[src/rtl/pulse_gen_pkg.sv]
// -----------------------------------------------------------------------------
// pulse_gen_pkg
//   Shared types and width helpers for the pulse train generator and the
//   pending-strobe counter (also used by the receive-side statistics block).
//   Contents:
//     pg_state_t  FSM state encoding (IDLE / HIGH / GAP)
//     cnt_w()     width of the HIGH/GAP down-counter
//     pend_w()    width of a counter that must hold 0..depth inclusive
// -----------------------------------------------------------------------------
package pulse_gen_pkg;

   typedef enum logic [1:0] {
      IDLE = 2'd0,
      HIGH = 2'd1,
      GAP  = 2'd2
   } pg_state_t;

   // Bits needed to hold max(high_cyc, low_cyc)-1; never narrower than 1 bit
   // so a 1-cycle high and 1-cycle gap still get a legal vector.
   function automatic int cnt_w(input int high_cyc, input int low_cyc);
      int m;
      m = (high_cyc > low_cyc) ? high_cyc : low_cyc;
      return (m > 1) ? $clog2(m) : 1;
   endfunction

   // Bits needed to represent 0..depth inclusive.
   function automatic int pend_w(input int depth);
      return $clog2(depth + 1);
   endfunction

endpackage : pulse_gen_pkg

[src/rtl/pg_pend_ctr.sv]
// -----------------------------------------------------------------------------
// pg_pend_ctr
//   Saturating up/down counter for queued strobes. Never wraps above DEPTH and
//   never underflows below 0. Simultaneous inc and dec leave the count alone.
//   Ports:
//     clk     in   rising-edge clock
//     resetn  in   asynchronous active-low reset, clears count
//     inc     in   request to add one entry
//     dec     in   request to remove one entry
//     count   out  current number of entries (0..DEPTH)
//     full    out  count == DEPTH
//     ovf     out  1-cycle pulse: inc was refused because the counter is full
// -----------------------------------------------------------------------------
module pg_pend_ctr
   import pulse_gen_pkg::*;
#(
   parameter  int DEPTH = 3,
   localparam int W     = pend_w(DEPTH)
) (
   input  logic         clk,
   input  logic         resetn,
   input  logic         inc,
   input  logic         dec,
   output logic [W-1:0] count,
   output logic         full,
   output logic         ovf
);

   localparam logic [W-1:0] MAX = W'(DEPTH);

   logic empty;

   assign full  = (count == MAX);
   assign empty = (count == '0);
   // A refused increment only happens when nothing is leaving in the same
   // cycle; an inc/dec pair is a net no-op even when full.
   assign ovf   = inc && !dec && full;

   // NOTE: state registers use non-blocking assignments so every flop samples
   // the pre-edge values of its neighbours, independent of statement order.
   always_ff @(posedge clk or negedge resetn) begin
      if (!resetn) begin
         count <= '0;
      end else if (inc && !dec && !full) begin
         count <= count + 1'b1;
      end else if (dec && !inc && !empty) begin
         count <= count - 1'b1;
      end
   end

endmodule : pg_pend_ctr

[src/rtl/pulse_train_gen.sv]
// -----------------------------------------------------------------------------
// pulse_train_gen
//   Turns single-cycle request strobes into level pulses: HIGH_CYC cycles high
//   followed by exactly LOW_CYC cycles low before any following pulse, so a
//   downstream rising-edge detector sees one edge per accepted strobe. Strobes
//   arriving while a pulse is in progress are queued in a saturating counter
//   and replayed back to back.
//   Ports:
//     clk       in   rising-edge clock
//     resetn    in   asynchronous active-low reset (aborts any pulse, drops queue)
//     trig      in   request strobe, sampled every cycle
//     clr_ovf   in   clears the sticky overflow flag (a same-cycle drop wins)
//     dout      out  registered pulse output
//     busy      out  registered, high whenever the FSM is not IDLE
//     pend_cnt  out  strobes currently queued
//     overflow  out  sticky: a strobe was dropped because the queue was full
//     done      out  registered 1-cycle strobe, high in the first IDLE cycle
//                    after a GAP with nothing left to send
//   No output has a combinational path from trig.
// -----------------------------------------------------------------------------
module pulse_train_gen
   import pulse_gen_pkg::*;
#(
   parameter int HIGH_CYC   = 4,
   parameter int LOW_CYC    = 2,
   parameter int PEND_DEPTH = 3
) (
   input  logic                          clk,
   input  logic                          resetn,
   input  logic                          trig,
   input  logic                          clr_ovf,
   output logic                          dout,
   output logic                          busy,
   output logic [pend_w(PEND_DEPTH)-1:0] pend_cnt,
   output logic                          overflow,
   output logic                          done
);

   localparam int CW = cnt_w(HIGH_CYC, LOW_CYC);
   localparam logic [CW-1:0] HIGH_LOAD = CW'(HIGH_CYC - 1);
   localparam logic [CW-1:0] LOW_LOAD  = CW'(LOW_CYC - 1);

   pg_state_t       state;
   logic [CW-1:0]   cnt;

   logic gap_end;     // last low cycle of the gap: the replay decision point
   logic pend_any;
   logic take;        // another pulse starts right after this gap
   logic consumed;    // this cycle's trig starts a pulse without queuing
   logic pend_inc;
   logic pend_dec;
   logic drop;
   logic pend_full_unused;  // the statistics block uses full; not needed here

   assign gap_end  = (state == GAP) && (cnt == '0);
   assign pend_any = (pend_cnt != '0);
   assign take     = pend_any || trig;
   // A queued strobe always goes first at the gap end; a fresh trig only
   // bypasses the queue when the queue is empty.
   assign consumed = (state == IDLE) || (gap_end && !pend_any);
   assign pend_inc = trig && !consumed;
   assign pend_dec = gap_end && pend_any;

   pg_pend_ctr #(
      .DEPTH (PEND_DEPTH)
   ) u_pend (
      .clk    (clk),
      .resetn (resetn),
      .inc    (pend_inc),
      .dec    (pend_dec),
      .count  (pend_cnt),
      .full   (pend_full_unused),
      .ovf    (drop)
   );

   // FSM with registered outputs: dout/busy/done change on the same edge as
   // the state they describe, so they are glitch-free and trig-independent
   // between edges.
   always_ff @(posedge clk or negedge resetn) begin
      if (!resetn) begin
         state <= IDLE;
         cnt   <= '0;
         dout  <= 1'b0;
         busy  <= 1'b0;
         done  <= 1'b0;
      end else begin
         done <= 1'b0;
         case (state)
            IDLE: begin
               if (trig) begin
                  state <= HIGH;
                  cnt   <= HIGH_LOAD;
                  dout  <= 1'b1;
                  busy  <= 1'b1;
               end
            end
            HIGH: begin
               if (cnt == '0) begin
                  state <= GAP;
                  cnt   <= LOW_LOAD;
                  dout  <= 1'b0;
               end else begin
                  cnt <= cnt - 1'b1;
               end
            end
            GAP: begin
               if (cnt != '0) begin
                  cnt <= cnt - 1'b1;
               end else if (take) begin
                  // Back-to-back replay: the gap just served is the full
                  // LOW_CYC, so the next HIGH starts with no extra idle cycle.
                  state <= HIGH;
                  cnt   <= HIGH_LOAD;
                  dout  <= 1'b1;
               end else begin
                  state <= IDLE;
                  busy  <= 1'b0;
                  done  <= 1'b1;
               end
            end
            default: begin
               state <= IDLE;
               cnt   <= '0;
               dout  <= 1'b0;
               busy  <= 1'b0;
            end
         endcase
      end
   end

   // Sticky drop flag; a drop in the same cycle as clr_ovf keeps it set.
   always_ff @(posedge clk or negedge resetn) begin
      if (!resetn) begin
         overflow <= 1'b0;
      end else if (drop) begin
         overflow <= 1'b1;
      end else if (clr_ovf) begin
         overflow <= 1'b0;
      end
   end

endmodule : pulse_train_gen

[config.mk]
export PLATFORM = sky130hd
export DESIGN_NAME = pulse_train_gen
export DESIGN_NICKNAME = d
export VERILOG_FILES = /design/src/rtl/pulse_gen_pkg.sv /design/src/rtl/pg_pend_ctr.sv /design/src/rtl/pulse_train_gen.sv
export SDC_FILE = /design/constraint.sdc
export NUM_CORES = 1
export LEC_CHECK = 0
export ABC_AREA = 1
export ABC_CLOCK_PERIOD_IN_PS = 1400
export CAP_MARGIN = 20
export CORE_ASPECT_RATIO = 1.1
export CORE_MARGIN = 10
export CORE_UTILIZATION = 46
export DETAILED_ROUTE_END_ITERATION = 8
export GPL_TIMING_DRIVEN = 0
export PLACE_DENSITY = 0.73
export SLEW_MARGIN = 25
export SYNTH_ARGS = -nofsm -noshare
export SYNTH_HDL_FRONTEND = slang
export SYNTH_HIERARCHICAL = 1
export SYNTH_SLANG_ARGS = --single-unit
[constraint.sdc]
create_clock -name clk -period 1.4 [get_ports clk]
set_clock_uncertainty 0.1 [all_clocks]
set_input_delay 0.21 -clock clk [delete_from_list [all_inputs] [get_ports clk]]
set_output_delay 0.21 -clock clk [all_outputs]
set_load 0.01 [all_outputs]
==> run summary, run 1 <==
Gr usage total - 0.0897
Worst-Skew Late Latency - 260 ps
Tot Pwr - 2090 uW
Root buf cell - clkbuf_4
Final instance area - 975 sq um
Drt first pass iters - 4
Num rows - 14
Top Ports - 10
Clock tree buffer depth - 2
Critical Path Fanout Max - 8
Largest net degree at the start of global routing - 11
Post-Syn Area - 688 sq um
Via Count - 621
GPL Wtd Cong - 0.806
Mapped Avg Cell Area - 7.65 sq um
# placed instances - 115
Slowest Stage Delay on Critical Path - 380 ps
Initial Utilization - 0.497
First-pass GRT wire length - 2540 microns
CTS tree - built
Unrepaired setup endpoints after global routing - yes
Vias in the first global route - 578
Run status - finished with violations
Mapped Cells - 90
Die height - 60.6 microns
CP Cell Sequence - buf_6, nor2_4, nand3_2, nand2_2, nor2_4, nor2_1, nand2_1, nand3_1, nand2_1
Endpoints failing setup - 1
Post-Place Setup Slack - -159 ps
Critical path capture point type - flip-flop
Drt initial violations - 14
Slowest CP cell - dfrtp_1
Startpoint types - flip-flop
Die footprint - 0.00344 sq mm
Yosys warning count - 6
Post-synthesis net count - 97
DR WL/cell - 11.8 microns
Core ar. - 0.00138 sq mm
WS Path Type - reg2reg
Final Non-Filler Cells - 129
Final Hold Fails - 0
Area growth syn-to-layout - 41.6%
Final worst slack - -8.53 ps
IR drop worst, VDD - 1.19 mV
Actual slew at the worst max-slew pin - 473 ps
P_leak - 0.000499 uW
Max_slew headroom - 0.684
Number of vias per cell - 4.81
Cell Pwr Density - 2140 mW/mm^2
# nets final - 122
Worst EP arrival - 1460 ps
Sink Count - 10
Placed instance area - 803 sq um
Clk slew on worst S/H paths - 70 ps
Diode count - 0
Tmin final - 1410 ps
Hold WS - 166 ps
DPL Wire Length - 1010 microns
Slew Viols, Final - 0
Failing checks - negative setup slack
Filler cells - 109
Tcrit/Tclk final - 1.01
Antenna violations before repair - 0
Post-route antenna net violation count - 0
F_max - 0.710 GHz
Share of layout cells above drive strength 1 - 0.407
Hold WC Path Type - in2async
DIE WIDTH - 56.9 microns
Remaining DRCs - 0
H-tree Lvls - 1
DRT Wirelength - 1520 microns
Grt ovf - 0
Required @ worst endpoint - 1460 ps
CTS Buf Count - 3
Port Buffers - 9
Max_cap viols - 0
[state kept, by name, indices dropped and copies added (netlist names)]
name and cells:
cnt 2, state 2, u_pend/count 2, busy 1
done 1, dout 1, overflow 1
[placed cells by master, fill, tap and decap left out]
cell	n
nand2_1	27
buf_4	11
dfrtp_1	9
inv_1	6
nand3_1	6
dlygate4sd2_1	6
inv_2	5
nor2_4	5
nand2_2	5
inv_4	3
nand3_2	3
nor2_1	3
clkbuf_4	3
clkdlybuf4s50_1	3
buf_6	2
nand2_4	2
a21oi_2	2
o21bai_1	2
o21ai_0	2
ha_4	2
nor3_4	1
nand3_4	1
a31oi_1	1
o21ai_1	1
ha_1	1
dfrtp_2	1
[critical path, delay by kind of cell, from the launching register on]
family / cells / cell delay [ps]
simple gates: 8 / 660
buf+inv: 1 / 150
flops: 1 / 380
[stage by stage]
step / utilization / setup TNS [ps]
after floorplan: - / 0
after global placement: 0.580 / -365
after detailed placement: 0.580 / -480
after CTS: 0.658 / -18.9
after global routing: 0.704 / -299
final: 0.704 / -8.53
[layout make-up]
cell class / instances / area (sq um) / share of cell area
flip-flops and latches: 10 / 251 / 0.258
inverters: 14 / 60.1 / 0.0616
multi-input cells: 64 / 433 / 0.444
well taps: 16 / 20.0 / 0.0205
repair buffers: 20 / 165 / 0.169
plain buffers: 2 / 22.5 / 0.0231
clock buffers: 3 / 22.5 / 0.0231
[routing by layer]
metal  vias up  share of wire  global-route usage
met5         -              0                   0
met4         0         0.0072              0.0302
met3         2          0.037              0.0313
met2         9           0.47               0.149
met1       282           0.48               0.106
li1        328              -                   -
[worst paths after layout]
| check | startpoint | endpoint | slack [ps] | cells after the start |
|---|---|---|---|---|
| setup / recovery | state[0] | u_pend/count[0] | -9 | 9 |
| hold / removal | resetn | state[0] | 170 | 1 |
| setup reg to reg | state[0] | u_pend/count[0] | -9 | 9 |
| hold reg to reg | busy | busy | 390 | 2 |
| max in group asynchronous | resetn | u_pend/count[0] | 680 | 1 |
| min in group clk | busy | busy | 390 | 2 |
[timing repair]
item | 4_1_cts | 5_1_grt
hold buffers | 0 | 0
buffers inserted | 8 | 3
pin swaps | 6 | 7
hold endpoints to repair | 0 | 0
resized for setup | 18 | 10
endpoints found under the setup margin | 9 | 6
[where the power goes]
part | internal, uW | switching (uW)
Sequential | 418 | 82.3
Combinational | 630 | 755
Clock | 99.3 | 103
Total | 1150 | 940
(Power assumes the default switching activity.)
==> run 2: changes to the inputs <==
--- a/config.mk
+++ b/config.mk
@@ -6,7 +6,6 @@
 export NUM_CORES = 1
 export LEC_CHECK = 0
 export ABC_AREA = 1
-export ABC_CLOCK_PERIOD_IN_PS = 1400
 export CAP_MARGIN = 20
 export CORE_ASPECT_RATIO = 1.1
 export CORE_MARGIN = 10
@@ -14,6 +13,7 @@
 export DETAILED_ROUTE_END_ITERATION = 8
 export GPL_TIMING_DRIVEN = 0
 export PLACE_DENSITY = 0.73
+export RECOVER_POWER = 25
 export SLEW_MARGIN = 25
 export SYNTH_ARGS = -nofsm -noshare
 export SYNTH_HDL_FRONTEND = slang
==> run 2 against run 1 <==
Against the previous run:
- the run still ends with negative setup slack left
- critical path depth is the same
- combinational power is essentially flat
- largest power group unchanged
- power is essentially flat
- critical endpoint unchanged
- sequential power is essentially flat
- highest routed layer unchanged
==> run summary, run 2 (synthesis results as in run 1) <==
Run status - finished with violations
Failing checks - negative setup slack
H-tree Lvls - 1
Max_cap viols - 0
Tcrit/Tclk final - 1.01
Final worst slack - -14.1 ps
P_leak - 0.000499 uW
Tmin final - 1410 ps
DPL Wire Length - 1010 microns
Via Count - 621
Required @ worst endpoint - 1460 ps
Slowest CP cell - dfrtp_1
Sw frac - 0.451
F_max - 0.707 GHz
Most common cell after layout, fill and taps aside - nand2_1
NetSw - 941 uW
CTS Buf Count - 3
CP Cell Sequence - buf_6, nor2_4, nand3_2, nand2_2, nor2_4, nor2_1, nand2_1, nand3_1, nand2_1
Worst reg2reg path endpoint - u_pend/count[0]
Remaining DRCs - 0
Actual slew at the worst max-slew pin - 482 ps
Port Buffers - 9
Grt ovf - 0
Clock power frac - 0.097
Clock tree buffer depth - 2
Unrepaired setup endpoints after global routing - yes
Antenna violations before repair - 0
Initial Utilization - 0.497
Num rows - 14
DIE WIDTH - 56.9 microns
Diode count - 0
Sink Count - 10
Slew Viols, Final - 0
Max_slew headroom - 0.677
CTS tree - built
GPL Wtd Cong - 0.806
Worst EP arrival - 1470 ps
Post-route antenna net violation count - 0
R2R depth - 9
Area growth syn-to-layout - 41.6%
Critical path capture point type - flip-flop
Share of layout cells above drive strength 1 - 0.407
First-pass GRT wire length - 2540 microns
Sequential Power Share - 0.240
Reg2reg start - state[0]
DR WL/cell - 11.8 microns
Combinational power share - 0.663
# nets final - 122
Cts-stage hold buffer count - 0
Die height - 60.6 microns
WS Path Type - reg2reg
Commonest non-fill, non-tap cells in the layout - nand2_1, buf_4, dfrtp_1
IR drop worst, VDD - 1.19 mV
Cell Pwr Density - 2140 mW/mm^2
Final Hold Fails - 0
Critical Path Fanout Max - 8
Root buf cell - clkbuf_4
Die footprint - 0.00344 sq mm
Top Registers - cnt: 2 flops, state: 2 flops, u_pend/count: 2 flops
Largest net degree at the start of global routing - 11
Final instance area - 975 sq um
Reg2Reg Setup Slack - -10 ps
Top Ports - 10
P_int - 1150 uW
Core ar. - 0.00138 sq mm
Drt first pass iters - 4
DRT Wirelength - 1520 microns
Worst-Skew Late Latency - 260 ps
Number of vias per cell - 4.81
Clk slew on worst S/H paths - 70 ps
Startpoint types - flip-flop
Endpoints failing setup - 2
Vias in the first global route - 578
Slowest Stage Delay on Critical Path - 390 ps
Gr usage total - 0.0897
Finished Core Util - 0.704
Drt initial violations - 14
Placed instance area - 803 sq um
Tot Pwr - 2090 uW
Hold WC Path Type - in2async
run 2: cell types whose count changed in the layout (fill, tap and decap cells not counted), sizes merged:
cell and change:
clkdlybuf4s50 -1, dlygate4sd3 +1
run 2: how the worst max path moves through the flow:
stage | startpoint | endpoint | slack [ps] | cells after the start
after global placement | cnt[0] | u_pend/count[0] | -120 | 10
after global routing | u_pend/count[1] | u_pend/count[0] | -110 | 10
after floorplan | cnt[0] | u_pend/count[0] | 10 | 10
after CTS | cnt[0] | u_pend/count[0] | -20 | 9
after detailed placement | cnt[0] | u_pend/count[0] | -160 | 10
final | state[0] | u_pend/count[0] | -10 | 9
run 2: final cells by class:
type	instances	area (sq um)
plain buffers	2	22.5
fillers	109	409
multi-input cells	64	433
clock buffers	3	22.5
well taps	16	20.0
repair buffers	20	165
flip-flops and latches	10	251
inverters	14	60.1
run 2: power groups by stage:
stage / Clock [uW] / Sequential, uW / Combinational, uW
3_5_place_dp: 0 / 525 / 1020
3_3_place_gp: 0 / 518 / 1010
5_1_grt: 220 / 515 / 1540
2_1_floorplan: 0 / 542 / 717
4_1_cts: 203 / 503 / 1220
6_report: 202 / 502 / 1380
run 2: what timing repair did:
action,CTS,global route
pin swaps,6,7
endpoints found under the setup margin,9,6
gates resized for setup,18,10
setup buffers,8,3
run 2: layer usage:
metal,global-route usage,up-vias,part of all wire
li1,-,328,-
met1,0.106,282,0.48
met2,0.149,9,0.47
met3,0.0313,2,0.037
met4,0.0302,0,0.0072
met5,0,-,0
run 2: through the flow:
step	TNS (ps)	std cells	setup WS (ps)	hold slack (ps)
finish	-15.5	129	-14.1	238
global route	-299	129	-108	268
CTS	-18.9	126	-18.9	186
detailed placement	-480	115	-159	373
global placement	-365	115	-124	364
floorplan	0	90	12.9	-186
run 2: critical path, delay by kind of cell (launching register included):
family                 cells  cell delay [ps]
and+or+nand+nor            8              660
buffers and inverters      1              150
DFF                        1              390
==> run 3: changes to the inputs <==
--- a/config.mk
+++ b/config.mk
@@ -7,7 +7,6 @@
 export LEC_CHECK = 0
 export ABC_AREA = 1
 export CAP_MARGIN = 20
-export CORE_ASPECT_RATIO = 1.1
 export CORE_MARGIN = 10
 export CORE_UTILIZATION = 46
 export DETAILED_ROUTE_END_ITERATION = 8
==> run 3 against run 2 <==
Against the previous run:
- the run still ends with negative setup slack left
- die area about the same
- cell area up 4.2%
- wire length up 19%
- maximum frequency down 2.1%
- power up 4.1%
- worst hold slack worse by 5.4 ps
- sequential share of layout area down 1.0 points
- core utilization up 4.8 points
- worst setup slack worse by 30 ps
- via count up 7.2%
- clock-buffer cell count unchanged
- largest cell class unchanged
- largest power group unchanged
- highest routed layer unchanged
==> run summary, run 3 (synthesis results as in run 1) <==
Antenna violations before repair - 0
Number of vias per cell - 5.16
Endpoints failing setup - 3
DIE WIDTH - 58.7 microns
Final Hold Fails - 0
Post-route antenna net violation count - 0
H-tree Lvls - 1
Critical path capture point type - flip-flop
Tcrit/Tclk final - 1.03
# nets final - 123
Cts-stage hold buffer count - 0
DRT Wirelength - 1810 microns
CTS Buf Count - 3
Cell Pwr Density - 2140 mW/mm^2
Required @ worst endpoint - 1450 ps
Remaining DRCs - 0
Initial Utilization - 0.510
Clk slew on worst S/H paths - 60 ps
Drt first pass iters - 4
Worst-Skew Late Latency - 270 ps
Num rows - 13
DPL Wire Length - 1070 microns
Final worst slack - -43.8 ps
Tmin final - 1440 ps
Run status - finished with violations
F_max - 0.693 GHz
Most common cell after layout, fill and taps aside - nand2_1
Largest net degree at the start of global routing - 11
Core ar. - 0.00135 sq mm
Final Non-Filler Cells - 129
Grt ovf - 0
Critical Path Fanout Max - 6
Commonest non-fill, non-tap cells in the layout - nand2_1, dfrtp_1, buf_4
Diode count - 0
Register area - 251 sq um
Die footprint - 0.00344 sq mm
Die height - 58.7 microns
Finished Core Util - 0.753
Filler cells - 80
Worst EP arrival - 1490 ps
Area growth syn-to-layout - 47.6%
WS Path Type - reg2reg
P_leak - 0.000509 uW
Clock tree buffer depth - 2
Port Buffers - 9
Hold WS - 233 ps
Hold WC Path Type - in2async
Gr usage total - 0.106
Total negative slack - -85.0 ps
Root buf cell - clkbuf_4
Multi-input logic area - 440 sq um
GPL Wtd Cong - 0.776
DR WL/cell - 14.0 microns
Unrepaired setup endpoints after global routing - yes
Tot Pwr - 2170 uW
Max_cap viols - 0
Drt initial violations - 17
Slew Viols, Final - 0
# placed instances - 114
Startpoint types - flip-flop
IR drop worst, VDD - 1.01 mV
Failing checks - negative setup slack
Vias in the first global route - 645
Via Count - 666
CTS tree - built
Sink Count - 10
Actual slew at the worst max-slew pin - 478 ps
Top Registers - cnt: 2 flops, state: 2 flops, u_pend/count: 2 flops
Max_slew headroom - 0.680
Share of layout cells above drive strength 1 - 0.421
Top Ports - 10
First-pass GRT wire length - 2850 microns
[run 3: layout make-up]
class / instances / area share
well taps: 15 / 0.0185
flip-flops and latches: 10 / 0.248
clock buffers: 3 / 0.0222
inverters: 14 / 0.0665
multi-input cells: 64 / 0.433
repair buffers: 21 / 0.190
plain buffers: 2 / 0.0222
[run 3: final timing paths]
| check | cells after the start | startpoint | end | slack, ps |
|---|---|---|---|---|
| hold reg to reg | 2 | busy | busy | 380 |
| setup / recovery | 9 | state[0] | u_pend/count[0] | -40 |
| hold / removal | 1 | resetn | state[0] | 230 |
| min in group clk | 2 | busy | busy | 380 |
| max in group asynchronous | 1 | resetn | u_pend/count[0] | 600 |
| setup reg to reg | 9 | state[0] | u_pend/count[0] | -40 |
[run 3: timing repair]
item,4_1_cts,5_1_grt
buffers inserted,6,7
pin swaps,9,12
gates resized for setup,24,11
endpoints found under the setup margin,9,7
endpoints found under the hold margin,0,0
[run 3: worst max-delay path, cell delays in order, from the launching register on]
cell and delay (ps):
dfrtp_1 370, buf_6 140, inv_6 60, nand2_4 60, nor3_4 210, inv_2 80, nand3_1 130, nand2_1 70
nand2_1 50, nand2_1 50
[run 3: power by group]
| group | internal, uW | switching (uW) | leakage (uW) | total (uW) |
|---|---|---|---|---|
| logic | 662 | 806 | 0.000375 | 1470 |
| registers | 419 | 94.4 | 0.000121 | 513 |
| clock network | 99.0 | 93.2 | 0.0000138 | 192 |
| total | 1180 | 994 | 0.000509 | 2170 |
[run 3: per-layer routing]
layer  vias to the layer above  share of wire  GRT usage
li1                        335              -          -
met3                         6          0.074     0.0579
met1                       301           0.42      0.112
met4                         0          0.018     0.0295
met2                        24           0.49      0.179
met5                         -              0          0
[run 3: through the flow]
step / setup slack, ps / instance area [sq um]
after floorplan: 12.9 / 693
after global placement: -116 / 802
after detailed placement: -142 / 802
after CTS: -66.3 / 913
after global routing: -123 / 1020
final: -43.8 / 1020
